==> src/rtl/g_inv.sv <==
// Iterative inverse of the G mixing step: undoes the second half-step (H2)
// and then the first half-step (H1) on consecutive cycles, with valid/ready on both sides.
module g_inv (
  input  logic        clk,
  input  logic        rst_n,
  input  logic        in_valid,
  output logic        in_ready,
  input  logic [31:0] a_i,
  input  logic [31:0] b_i,
  input  logic [31:0] c_i,
  input  logic [31:0] d_i,
  input  logic [31:0] para0,
  input  logic [31:0] para1,
  output logic        out_valid,
  input  logic        out_ready,
  output logic [31:0] a_o,
  output logic [31:0] b_o,
  output logic [31:0] c_o,
  output logic [31:0] d_o,
  output logic        busy
);

  typedef enum logic [1:0] {
    IDLE = 2'd0,
    H2   = 2'd1,
    H1   = 2'd2,
    DONE = 2'd3
  } state_t;

  state_t      r_state;
  state_t      w_state_nxt;
  logic [31:0] r_a, r_b, r_c, r_d;
  logic [31:0] r_p0, r_p1;

  logic [31:0] w_h2_a, w_h2_b, w_h2_c, w_h2_d;
  logic [31:0] w_h1_a, w_h1_b, w_h1_c, w_h1_d;

  // Undo the second half-step; a1 uses the freshly recovered b1.
  always_comb begin
    w_h2_b = {r_b[24:0], r_b[31:25]} ^ r_c;
    w_h2_c = r_c - r_d;
    w_h2_d = {r_d[23:0], r_d[31:24]} ^ r_a;
    w_h2_a = r_a - w_h2_b - r_p1;
  end

  // Undo the first half-step; a uses the freshly recovered b.
  always_comb begin
    w_h1_b = {r_b[19:0], r_b[31:20]} ^ r_c;
    w_h1_c = r_c - r_d;
    w_h1_d = {r_d[15:0], r_d[31:16]} ^ r_a;
    w_h1_a = r_a - w_h1_b - r_p0;
  end

  always_comb begin
    // NOTE: default assigned first so no path leaves w_state_nxt unassigned (no latch).
    w_state_nxt = r_state;
    unique case (r_state)
      IDLE:    if (in_valid) w_state_nxt = H2;
      H2:      w_state_nxt = H1;
      H1:      w_state_nxt = DONE;
      DONE:    if (out_ready) w_state_nxt = IDLE;
      default: w_state_nxt = IDLE;
    endcase
  end

  always_ff @(posedge clk or negedge rst_n) begin
    // NOTE: non-blocking assignments so every register samples pre-edge values.
    if (!rst_n) r_state <= IDLE;
    else        r_state <= w_state_nxt;
  end

  always_ff @(posedge clk or negedge rst_n) begin
    if (!rst_n) begin
      r_a  <= '0;
      r_b  <= '0;
      r_c  <= '0;
      r_d  <= '0;
      r_p0 <= '0;
      r_p1 <= '0;
    end else begin
      unique case (r_state)
        IDLE: if (in_valid) begin
          r_a  <= a_i;
          r_b  <= b_i;
          r_c  <= c_i;
          r_d  <= d_i;
          r_p0 <= para0;
          r_p1 <= para1;
        end
        H2: begin
          r_a <= w_h2_a;
          r_b <= w_h2_b;
          r_c <= w_h2_c;
          r_d <= w_h2_d;
        end
        H1: begin
          r_a <= w_h1_a;
          r_b <= w_h1_b;
          r_c <= w_h1_c;
          r_d <= w_h1_d;
        end
        default: ;  // DONE holds the result stable under backpressure
      endcase
    end
  end

  assign in_ready  = (r_state == IDLE);
  assign out_valid = (r_state == DONE);
  assign busy      = (r_state != IDLE);
  assign a_o       = r_a;
  assign b_o       = r_b;
  assign c_o       = r_c;
  assign d_o       = r_d;

endmodule
==> config.mk <==
export PLATFORM = sky130hd
export DESIGN_NAME = g_inv
export DESIGN_NICKNAME = d
export VERILOG_FILES = /design/src/rtl/g_inv.sv
export SDC_FILE = /design/constraint.sdc
export NUM_CORES = 1
export LEC_CHECK = 0
export ABC_AREA = 0
export ABC_CLOCK_PERIOD_IN_PS = 10500
export BUFFER_PORTS_ARGS = -buffer_cell sky130_fd_sc_hd__clkbuf_2
export CORE_MARGIN = 5
export CORE_UTILIZATION = 32
export DETAILED_ROUTE_END_ITERATION = 8
export GPL_TIMING_DRIVEN = 1
export SETUP_SLACK_MARGIN = 0.05
export SYNTH_ARGS = -nofsm -noshare
export SYNTH_HDL_FRONTEND = slang
export SYNTH_SLANG_ARGS = --single-unit
==> constraint.sdc <==
create_clock -name clk -period 10.5 [get_ports clk]
set_clock_uncertainty 0.2 [all_clocks]
set_input_delay 1.575 -clock clk [delete_from_list [all_inputs] [get_ports clk]]
set_output_delay 1.575 -clock clk [all_outputs]
set_load 0.005 [all_outputs]
=== Word level (Yosys, flattened, before mapping) ===
Cells that the tools add are included.

* Bits in registers: 194
* Bits of input ports: 196
* Output and inout port bits: 131
* Logic and storage cells: 41

* Add/subtract/negate cells: 5
* Equal/unequal tests: 5
* Muxes and demuxes: 11
* Bitwise operators: 4
* Reductions and logical operators: 9

{| class="wikitable"
|+ Operators with widths
! cell !! count
|-
| 32-bit one-hot mux with 3 select lines || 3
|-
| 32-bit subtractor || 5
|-
| 32-bit two-way mux || 4
|-
| 32-bit bitwise XOR || 4
|-
| 32-bit one-hot mux with 2 select lines || 1
|-
| 2-bit one-hot mux with 4 select lines || 1
|-
| 2-bit AND reduction || 4
|-
| 2-bit equality test, second input constant || 2
|-
| 2-bit two-way mux || 2
|-
| 2-bit nonzero test || 2
|-
| 3-bit nonzero test || 1
|-
| 2-bit by 1-bit equality test with 1-bit output, second input constant || 1
|-
| 2-bit logical NOT || 1
|-
| 2-bit by 1-bit inequality test with 1-bit output, second input constant || 1
|-
| 2-bit inequality test, second input constant || 1
|-
| 2-bit OR reduction || 1
|}

=== Longest topological paths before layout ===
Gate-level depths: netlist of run 1.

* Word-level depth: 4
* Mapped depth: 14
* Gate-level depth less buffers: 13

=== Worst setup path after synthesis of run 1 ===
OpenSTA, ideal clock, no wires.

* Kind: reg-to-reg
* Start: register r_b[27] (netlist: b_o[27])
* End: register r_a[18] (netlist: a_o[18])
* Setup time: 0.094 ns
* Data arrival time: 3.269 ns
* Required time: 10.206 ns
* Slack: 6.937 ns
* Cell stages (with the launch flop): 14
* Buffers on the path: 0
* Clock period less this slack: 3.563 ns
* Path through: dfrtp_1 -> xor2_1 -> fa_1 -> inv_1 -> ha_1 -> a21o_1 -> and4_4 -> o21a_1 -> o211a_1 -> o41a_1 -> a311oi_2 -> xnor2_1 -> a221oi_2 -> a211oi_1

* Longest elaborated chain between the ends: 4
* Elaborated cells on any way between the ends: 7
* Classes of those cells: 4 x add/sub; 1 x mux; 2 x bitwise

{| class="wikitable"
|+ Ends and longest elaborated chain
! what !! line !! source
|-
| from (decl) || 32 || <nowiki>logic [31:0] r_a, r_b, r_c, r_d;</nowiki>
|-
| from (signal assigned) || 84 || <nowiki>r_b <= b_i;</nowiki>
|-
| from (signal assigned) || 92 || <nowiki>r_b <= w_h2_b;</nowiki>
|-
| from (signal assigned) || 98 || <nowiki>r_b <= w_h1_b;</nowiki>
|-
| 32-bit bitwise XOR (on tied branches) || 48, 40 ||
|-
| 32-bit subtractor (on tied branches) (2 in series) || 51, 43 ||
|-
| 32-bit one-hot mux with 3 select lines (*) || 81 || <nowiki>unique case (r_state)</nowiki>
|-
| to (signal assigned) || 83 || <nowiki>r_a <= a_i;</nowiki>
|-
| to (signal assigned) || 91 || <nowiki>r_a <= w_h2_a;</nowiki>
|-
| to (signal assigned) || 97 || <nowiki>r_a <= w_h1_a;</nowiki>
|-
| to (decl) || 32 ||
|}

Mark *: on every way between the ends. The rest lies on a longest branch, timed or not.
A chain may end at the register's enable or synchronous reset.

=== Final worst setup path of run 1 ===
* Start: register r_c[7] (netlist: c_o[7])
* End: register r_a[27] (netlist: a_o[27])

* Longest elaborated chain between the ends: 4
* Elaborated cells on any way between the ends: 7
* Classes of those cells: 4 x add/sub; 1 x mux; 2 x bitwise

{| class="wikitable"
|+ Ends and longest elaborated chain
! what !! line !! source
|-
| from (decl) || 32 ||
|-
| from (signal assigned) || 85 || <nowiki>r_c <= c_i;</nowiki>
|-
| from (signal assigned) || 93 || <nowiki>r_c <= w_h2_c;</nowiki>
|-
| from (signal assigned) || 99 || <nowiki>r_c <= w_h1_c;</nowiki>
|-
| 32-bit bitwise XOR (on tied branches) || 48, 40 ||
|-
| 32-bit subtractor (on tied branches) (2 in series) || 51, 43 ||
|-
| 32-bit one-hot mux with 3 select lines (*) || 81 ||
|}

Marked as above.

==> results.json, run 1 <==
{
  "wl_per_cell_um": 24.9,
  "ys_ff_latch": 194,
  "crit_slowest_cell": "dfrtp_1",
  "cts_root_buf": "clkbuf_16",
  "finish.cell_count_without_fillers": 2861,
  "cts_buffers": 17,
  "dieArea_um2": 56900,
  "setup_tns_ns": 0,
  "max-slew-margin-rel_pct": 36.3,
  "ys_warn_count": 0,
  "rrSetupSlack_ns": 6.14,
  "setup_slack_ns": 6.14,
  "status": "completed",
  "finalCritPeriodShare_pct": 41.5,
  "path_cells": "xor2_1 > fa_1 > inv_1 > ha_1 > a21oi_1 > nand4_1 > nor3_2 > o22ai_1 > a211o_1 > a311oi_2 > xnor2_1 > a221oi_1 > a211oi_1",
  "setup_violations": 0,
  "h-tree-depth": 4,
  "hp-class": "flip-flop to flip-flop",
  "first_global_vias": 15600,
  "drc": 0,
  "vias": 15600,
  "cts_resized": 0,
  "min_from": "a_o[5]",
  "routed_wl_mm": 71.4,
  "tritoncts": "yes",
  "synthAdderAreaFrac_pct": 15.2,
  "critPathMaxFanout": 5,
  "yosysSeqAreaShare_pct": 29.1,
  "clockBufferDepth": 2,
  "r2r_end": "a_o[27]",
  "dp.cells": 2829,
  "fmax_mhz": 229,
  "io-pin-count": 327,
  "core_area_um2": 51500,
  "ff2ff_path_depth": 13,
  "num-fill-cells": 5367,
  "ys.flop_type": "dfrtp_1",
  "viasPerCell": 5.45,
  "finalHoldViolCount": 0,
  "place.gp.congestion": 0.967,
  "period_minus_slack_ns": 4.36,
  "rsz0062_at_grt": "false",
  "cts_sinks": 194,
  "syn-cell-area_um2": 16700,
  "postCtsSetupRepairBufs": 0,
  "final_layout_size_suffix_gt1_share_pct": 20.9,
  "slowest_delay_ns": 0.55,
  "post-place-ws_ns": 6.25,
  "layout.nets": 2529,
  "die_width_um": 239,
  "cts_hold_buf": 0,
  "timing.hold.ws_ns": 0.332,
  "grt_usage_pct": 24.7,
  "cp.required_ns": 10.65,
  "final_common_cell": "clkbuf_2",
  "clk_pin_slew_ns": 0.08,
  "grt_max_degree": 93,
  "dp.final_hpwl_mm": 57.3,
  "netlist_instances": 1909,
  "ant_nets": 0,
  "ys_async_sr_fraction_pct": 100,
  "drt_iter0_drc": 1361,
  "synth_cell_types": 70,
  "synth_compound_area_share_pct": 20.4,
  "fp.dieH_um": 239,
  "avgSynthCellArea_um2": 8.75,
  "crit_type": "flip-flop to flip-flop",
  "yosys.area_share.simple_pct": 11.8,
  "arrival_ns": 4.51,
  "critPathCaptureType": "flip-flop",
  "start_util_pct": 32.4,
  "port_buffers": 326,
  "tightest_slew_ns": 0.955,
  "clk_latency_ns": 0.51,
  "hold_end": "a_o[5]",
  "num_rows": 83,
  "grt.overflow.total": 0,
  "synthToLayoutAreaGrowth_pct": 17.1,
  "drv_cap": 0,
  "slew_violations": 0,
  "setup.worst_path.start_class": "flip-flop",
  "grt_pass1_wl_mm": 104,
  "syn-num-nets": 2270,
  "synth_xor_xnor_area_share_pct": 9.70,
  "final_cell_mix": "clkbuf_2, inv_1, dfrtp_1",
  "whs_path_depth": 2,
  "synth_mux_area_share_pct": 7.13,
  "worstReg2RegStart": "c_o[7]",
  "antenna_found_initial": 1,
  "synth_top_family_by_area": "compound AO/OA/AOI/OAI gates",
  "synth_edf_count": 0,
  "first_pass_iters": 7
}
[kinds of logic (layout without fill, tap and decap cells)]
kind of cell | count (synthesis) | after routing
AOI/OAI and AO/OA | 525 | 525
muxes | 111 | 111
buffers and inverters | 296 | 567
xor gates and xnor gates | 185 | 185
DFF | 194 | 194
adders and majority gates | 165 | 165
and+or+nand+nor | 433 | 433
other | 0 | 1
[metrics by stage]
| step | area, um2 | utilization [%] |
|---|---|---|
| 6_report | 19600 | 38.0 |
| 4_1_cts | 19600 | 38.0 |
| 3_5_place_dp | 19000 | 36.8 |
| 2_1_floorplan | 16700 | - |
| 5_1_grt | 19600 | 38.0 |
| 3_3_place_gp | 19000 | 36.8 |
[layer usage]
layer | share of wire (%) | global-route usage [%]
met4 | 3.9 | 9.44
met5 | 0 | 0
met1 | 44 | 34.3
met3 | 7.3 | 5.19
met2 | 45 | 38.1
[cell usage after synthesis (27+ instances only)]
| cell type | count | area share (%) |
|---|---|---|
| a21o_1 | 42 | 1.9 |
| a21oi_1 | 141 | 4.2 |
| a221oi_1 | 50 | 2.6 |
| clkbuf_1 | 89 | 2.0 |
| dfrtp_1 | 194 | 29 |
| fa_1 | 63 | 7.5 |
| ha_1 | 102 | 7.6 |
| inv_1 | 198 | 4.4 |
| mux2_2 | 64 | 4.3 |
| mux2i_1 | 47 | 2.8 |
| nand2_1 | 148 | 3.3 |
| nand3_1 | 27 | 0.81 |
| nor2_1 | 138 | 3.1 |
| o21ai_0 | 117 | 3.5 |
| o31ai_1 | 45 | 2.0 |
| xnor2_1 | 82 | 4.3 |
| xor2_1 | 103 | 5.4 |
[critical path: cells and delay by family, from the launching register on]
kind / cells / cell delay (ns)
compound gates: 6 / 1.76
fa+ha+maj: 2 / 0.60
xor+xnor: 2 / 0.57
flops: 1 / 0.55
simple gates: 2 / 0.47
buf+inv: 1 / 0.04
[flip-flops by register name (all words and copies together), names as in the netlist]
signal   cells
b_o         32
d_o         32
r_state      2
c_o         32
a_o         32
r_p1        32
r_p0        32
[final cells by class]
| type | instances | area [um2] | share of cell area (%) |
|---|---|---|---|
| inverters | 199 | 749 | 3.83 |
| multi-input cells | 1419 | 10800 | 55.1 |
| clock inverters | 13 | 168 | 0.857 |
| clock buffers | 18 | 429 | 2.19 |
| repair buffers | 337 | 1720 | 8.81 |
| flip-flops and latches | 194 | 4850 | 24.8 |
| well taps | 680 | 851 | 4.35 |
| diodes | 1 | 2.50 | 0.0128 |
[worst max path at each step]
stage,from,endpoint,cells after the start
global route,c_o[16],a_o[27],13
global placement,c_o[18],a_o[27],13
detailed placement,b_o[22],a_o[26],13
finish,c_o[7],a_o[27],13
floorplan,b_o[27],a_o[18],13
CTS,c_o[16],a_o[27],13
Power of run 1 is left out: the tool's default activity adds up to more than one toggle a clock period on the data nets, which glitch-free logic cannot reach.
==> run 2, diff against run 1 <==
ABC_AREA = 1   (was 0)
ABC_CLOCK_PERIOD_IN_PS = 3700   (was 10500)
clock period = 3.7 ns   (was 10.5 ns; I/O delays follow)
==> run 2 against run 1 <==
Net effect:
- cell count up 33%
- critical path type unchanged
- register-to-register slack worse by 5.9 ns
- synthesized cell count up 41%
- final area up 12%
==> results.json, run 2 <==
{
  "synthToLayoutAreaGrowth_pct": 18.1,
  "start_util_pct": 32.3,
  "grt_usage_pct": 26.1,
  "wl_per_cell_um": 22.1,
  "yosys.area.top_type": "dfrtp_1",
  "crit_type": "flip-flop to flip-flop",
  "core_area_um2": 57600,
  "netlist_instances": 2693,
  "first_pass_iters": 8,
  "ff2ff_path_depth": 16,
  "cts_root_buf": "clkbuf_16",
  "routed_wl_mm": 83.8,
  "critPathCaptureType": "flip-flop",
  "fmax_mhz": 288,
  "final_cell_mix": "nand2_1, inv_1, clkbuf_2",
  "viasPerCell": 5.04,
  "setup.worst_path.start_class": "flip-flop",
  "num_rows": 88,
  "clk_pin_slew_ns": 0.08,
  "rsz0062_at_grt": "false",
  "setup_tns_ns": 0,
  "finalCritPeriodShare_pct": 93.7,
  "max-slew-margin-rel_pct": 34.9,
  "place.gp.congestion": 0.984,
  "cts_sinks": 194,
  "synth_edf_count": 0,
  "cp.required_ns": 3.89,
  "r2r_end": "a_o[27]",
  "tightest_slew_ns": 0.976,
  "min_from": "para0[29]",
  "regArea_um2": 4850,
  "ys_warn_count": 0,
  "grt.overflow.total": 0,
  "grt_max_degree": 166,
  "num_antenna_cells": 0,
  "finish.cell_count_without_fillers": 3791,
  "status": "completed",
  "first_global_vias": 18800,
  "vias": 19100,
  "arrival_ns": 3.66,
  "ys_ff_latch": 194,
  "h-tree-depth": 4,
  "hp-class": "input port to flip-flop",
  "clk_latency_ns": 0.52,
  "tritoncts": "yes",
  "dp.final_hpwl_mm": 69.9,
  "synth_top_area_share_pct": 26.1,
  "post-place-ws_ns": 0.347,
  "port_buffers": 326,
  "finalHoldViolCount": 0,
  "setup_violations": 0,
  "slew_violations": 0,
  "layout.nets": 3375,
  "synth_common_cells": "nand2_1, inv_1, nor2_1",
  "die_width_um": 251,
  "hold_end": "r_p0[29]",
  "grt_pass1_wl_mm": 123,
  "worstReg2RegStart": "b_o[22]",
  "critPathMaxFanout": 7,
  "syn-cell-area_um2": 18600,
  "cts_buffers": 17,
  "synth_cell_types": 44,
  "fp.dieH_um": 251,
  "drt_iter0_drc": 1723,
  "yosysSeqAreaShare_pct": 26.1,
  "num-fill-cells": 6152,
  "drv_cap": 0,
  "antenna_found_initial": 0,
  "avgSynthCellArea_um2": 6.90,
  "period_minus_slack_ns": 3.47,
  "ys.flop_type": "dfrtp_1",
  "synth.top_cells.by_area": "dfrtp_1, nand2_1, inv_1, ha_1, fa_1",
  "whs_path_depth": 2,
  "synth.most_common_cell": "nand2_1",
  "ant_nets": 0,
  "dp.cells": 3759,
  "io-pin-count": 327,
  "syn-num-nets": 3054,
  "final_common_cell": "nand2_1",
  "drc": 0,
  "setup_slack_ns": 0.232,
  "final_layout_size_suffix_gt1_share_pct": 17.7,
  "dieArea_um2": 63000,
  "ys_async_sr_fraction_pct": 100,
  "clockBufferDepth": 2,
  "rrSetupSlack_ns": 0.23,
  "multiInputGateArea_um2": 11600
}
-- run 2: cell families after synthesis --
family	synth area share [%]
AO/OA/AOI/OAI	12.9
XOR/XNOR	5.47
adder cells (fa/ha/maj)	13.7
buffers and inverters	11.5
flip-flops	26.1
multiplexers	3.88
AND/OR/NAND/NOR	26.4
-- run 2: layout make-up --
| cell class | instances | area share [%] |
|---|---|---|
| timing repair buffer | 384 | 9.82 |
| multi-input combinational | 1954 | 53.0 |
| clock inverter | 14 | 0.821 |
| clock buffer | 17 | 1.94 |
| tap | 765 | 4.36 |
| inverter | 463 | 7.92 |
| sequential | 194 | 22.1 |
-- run 2: worst max path at each step --
| stage | to | from | cells after the start |
|---|---|---|---|
| floorplan | a_o[13] | b_o[22] | 15 |
| global placement | a_o[25] | c_o[5] | 16 |
| detailed placement | a_o[21] | b_o[22] | 19 |
| CTS | a_o[25] | c_o[5] | 16 |
| global route | a_o[25] | c_o[5] | 16 |
| finish | a_o[27] | b_o[22] | 16 |
-- run 2: through the flow --
stage,area [um2],hold WS [ns],util (%)
final,21900,0.0777,38.1
after CTS,21900,0.0374,38.1
after detailed placement,21300,0.296,37.0
after global routing,21900,0.0711,38.1
after global placement,21300,0.294,37.0
after floorplan,18600,0.0594,-
-- run 2: what timing repair did --
item	4_1_cts	5_1_grt
gates resized for setup	0	1
hold endpoints to repair	89	0
hold buffers	1	0
endpoints found under the setup margin	0	1
setup buffers	0	0
-- run 2: worst max-delay path, cell delays in order (launching register included) --
cell,delay [ns]
dfrtp_1,0.63
xor2_1,0.46
fa_1,0.49
inv_1,0.06
ha_1,0.29
nand2_1,0.10
inv_1,0.06
nand2_1,0.07
nand2_2,0.10
nand3_1,0.10
nand3_2,0.16
nand2_1,0.14
nand3_1,0.09
nand3_1,0.13
nand3_1,0.13
nand2_1,0.10
nand2_1,0.05
-- run 2: metal layers --
layer  vias up  wire [um]  global-route usage [%]
met5         -          0                       0
met4         0       5270                    14.4
met3       178       5820                    4.54
met2       788      38200                    41.6
met1      8986      34500                    33.7
li1       9167          -                       -
Power of run 2 is left out for the same reason.
==> run 3, diff against run 2 <==
MAX_ROUTING_LAYER = met4   (was not set)
PLACE_DENSITY_LB_ADDON = 0.08   (was not set)
SETUP_SLACK_MARGIN = not set   (was 0.05)
==> run 3 against run 2 <==
Net effect:
- via count is 0.28% higher
- sequential cell count stayed put
- register-to-register slack got worse by 0.12 ns
- maximum frequency shrank 3.2%
- utilization is 0.48 points higher
- critical path depth stayed put
- highest routed layer unchanged
==> results.json, run 3 (synthesis gave the netlist of run 2 again) <==
{
  "critPathMaxFanout": 5,
  "setup_violations": 0,
  "start_util_pct": 32.3,
  "fp.dieH_um": 251,
  "regArea_um2": 4860,
  "r2r_end": "a_o[28]",
  "antenna_found_initial": 0,
  "layout.nets": 3397,
  "post-route-util_pct": 38.6,
  "clk_latency_ns": 0.52,
  "first_global_vias": 19700,
  "rrSetupSlack_ns": 0.12,
  "io-pin-count": 327,
  "finalCritPeriodShare_pct": 96.8,
  "grt_max_degree": 126,
  "final_common_cell": "nand2_1",
  "setup.worst_path.start_class": "flip-flop",
  "grt.overflow.total": 0,
  "clockBufferDepth": 2,
  "timing.hold.ws_ns": 0.0624,
  "fmax_mhz": 279,
  "vias": 19200,
  "finish.cell_count_without_fillers": 3814,
  "clk_pin_slew_ns": 0.09,
  "dp.cells": 3776,
  "crit_type": "flip-flop to flip-flop",
  "whs_path_depth": 2,
  "slew_violations": 0,
  "arrival_ns": 3.80,
  "multiInputGateArea_um2": 11700,
  "tritoncts": "yes",
  "ff2ff_path_depth": 16,
  "synthToLayoutAreaGrowth_pct": 19.6,
  "wl_per_cell_um": 24.1,
  "min_from": "para0[27]",
  "cp.required_ns": 3.91,
  "max-slew-margin-rel_pct": 33.1,
  "routed_wl_mm": 92.1,
  "tightest_slew_ns": 0.993,
  "cts_root_buf": "clkbuf_16",
  "num-fill-cells": 6316,
  "port_buffers": 326,
  "status": "completed",
  "period_minus_slack_ns": 3.58,
  "cts_sinks": 194,
  "drv_cap": 0,
  "hp-class": "input port to flip-flop",
  "viasPerCell": 5.03,
  "final_layout_size_suffix_gt1_share_pct": 19.0,
  "core_area_um2": 57600,
  "cts_buffers": 17,
  "drc": 0,
  "drt_iter0_drc": 1388,
  "dp.final_hpwl_mm": 76.6,
  "place.gp.congestion": 0.950,
  "ant_nets": 0,
  "first_pass_iters": 5,
  "hold_end": "r_p0[27]",
  "die_width_um": 251,
  "grt_pass1_wl_mm": 133,
  "final_cell_mix": "nand2_1, inv_1, clkbuf_2",
  "worstReg2RegStart": "c_o[22]",
  "h-tree-depth": 4,
  "grt_usage_pct": 29.6,
  "num_rows": 88,
  "critPathCaptureType": "flip-flop",
  "dieArea_um2": 63000,
  "rsz0062_at_grt": "false",
  "finalHoldViolCount": 0
}
[run 3: changes by cell type in the layout (fill, tap and decap cells not counted), sizes merged]
cell	before	now
clkinv	4	3
buf	57	79
clkinvlp	3	5
clkbuf	343	344
diode	0	1
bufinv	3	1
[run 3: how the worst max path moves through the flow]
| stage | startpoint | end | slack, ns |
|---|---|---|---|
| after floorplan | b_o[22] | a_o[13] | 0.99 |
| after global placement | a_o[20] | a_o[28] | -0.31 |
| after detailed placement | c_o[22] | a_o[28] | -0.27 |
| after CTS | c_o[8] | a_o[26] | 0.01 |
| after global routing | c_o[23] | a_o[28] | 0.0005 |
| final | c_o[22] | a_o[28] | 0.12 |
[run 3: critical path, cell delays in order (launching register included)]
cell and delay [ns]:
dfrtp_1 0.59, xor2_2 0.22, fa_1 0.55, inv_1 0.07, ha_1 0.37, nand2_1 0.09, inv_1 0.09, nand2_1 0.19
nor3_4 0.27, and2_1 0.17, nand2_1 0.15, nand2_1 0.11, nand2_1 0.05, nand3_1 0.12, nand3_1 0.09, nand2_1 0.08
nand2_1 0.05
[run 3: routing by layer]
metal / up-vias / share of wire [%] / GRT usage, %
met3: 103 / 4.1 / 3.43
met5: - / 0 / -
met2: 536 / 48 / 48.4
li1: 9218 / - / -
met1: 9315 / 44 / 37.9
met4: 0 / 4.4 / 11.6
[run 3: repair_timing]
item,4_1_cts,5_1_grt
hold buffers,1,0
buffers inserted,0,5
hold endpoints to repair,45,0
gates resized for setup,4,19
setup endpoints to repair,1,12
[run 3: layout make-up]
type	count	share of cell area, %
Antenna cell	1	0.0113
Clock buffer	18	1.98
Clock inverter	13	0.642
Inverter	463	7.86
Multi-Input combinational cell	1954	52.8
Sequential cell	194	21.9
Tap cell	765	4.31
Timing Repair Buffer	406	10.5
[run 3: metrics by stage]
step / instance area, um2 / TNS, ns / setup WS [ns]
after floorplan: 18600 / 0 / 0.995
after global placement: 21500 / -0.326 / -0.313
after detailed placement: 21500 / -0.273 / -0.273
after CTS: 22100 / 0 / 0.0110
after global routing: 22200 / 0 / 0.000460
final: 22200 / 0 / 0.117
Power of run 3 is left out for the same reason.
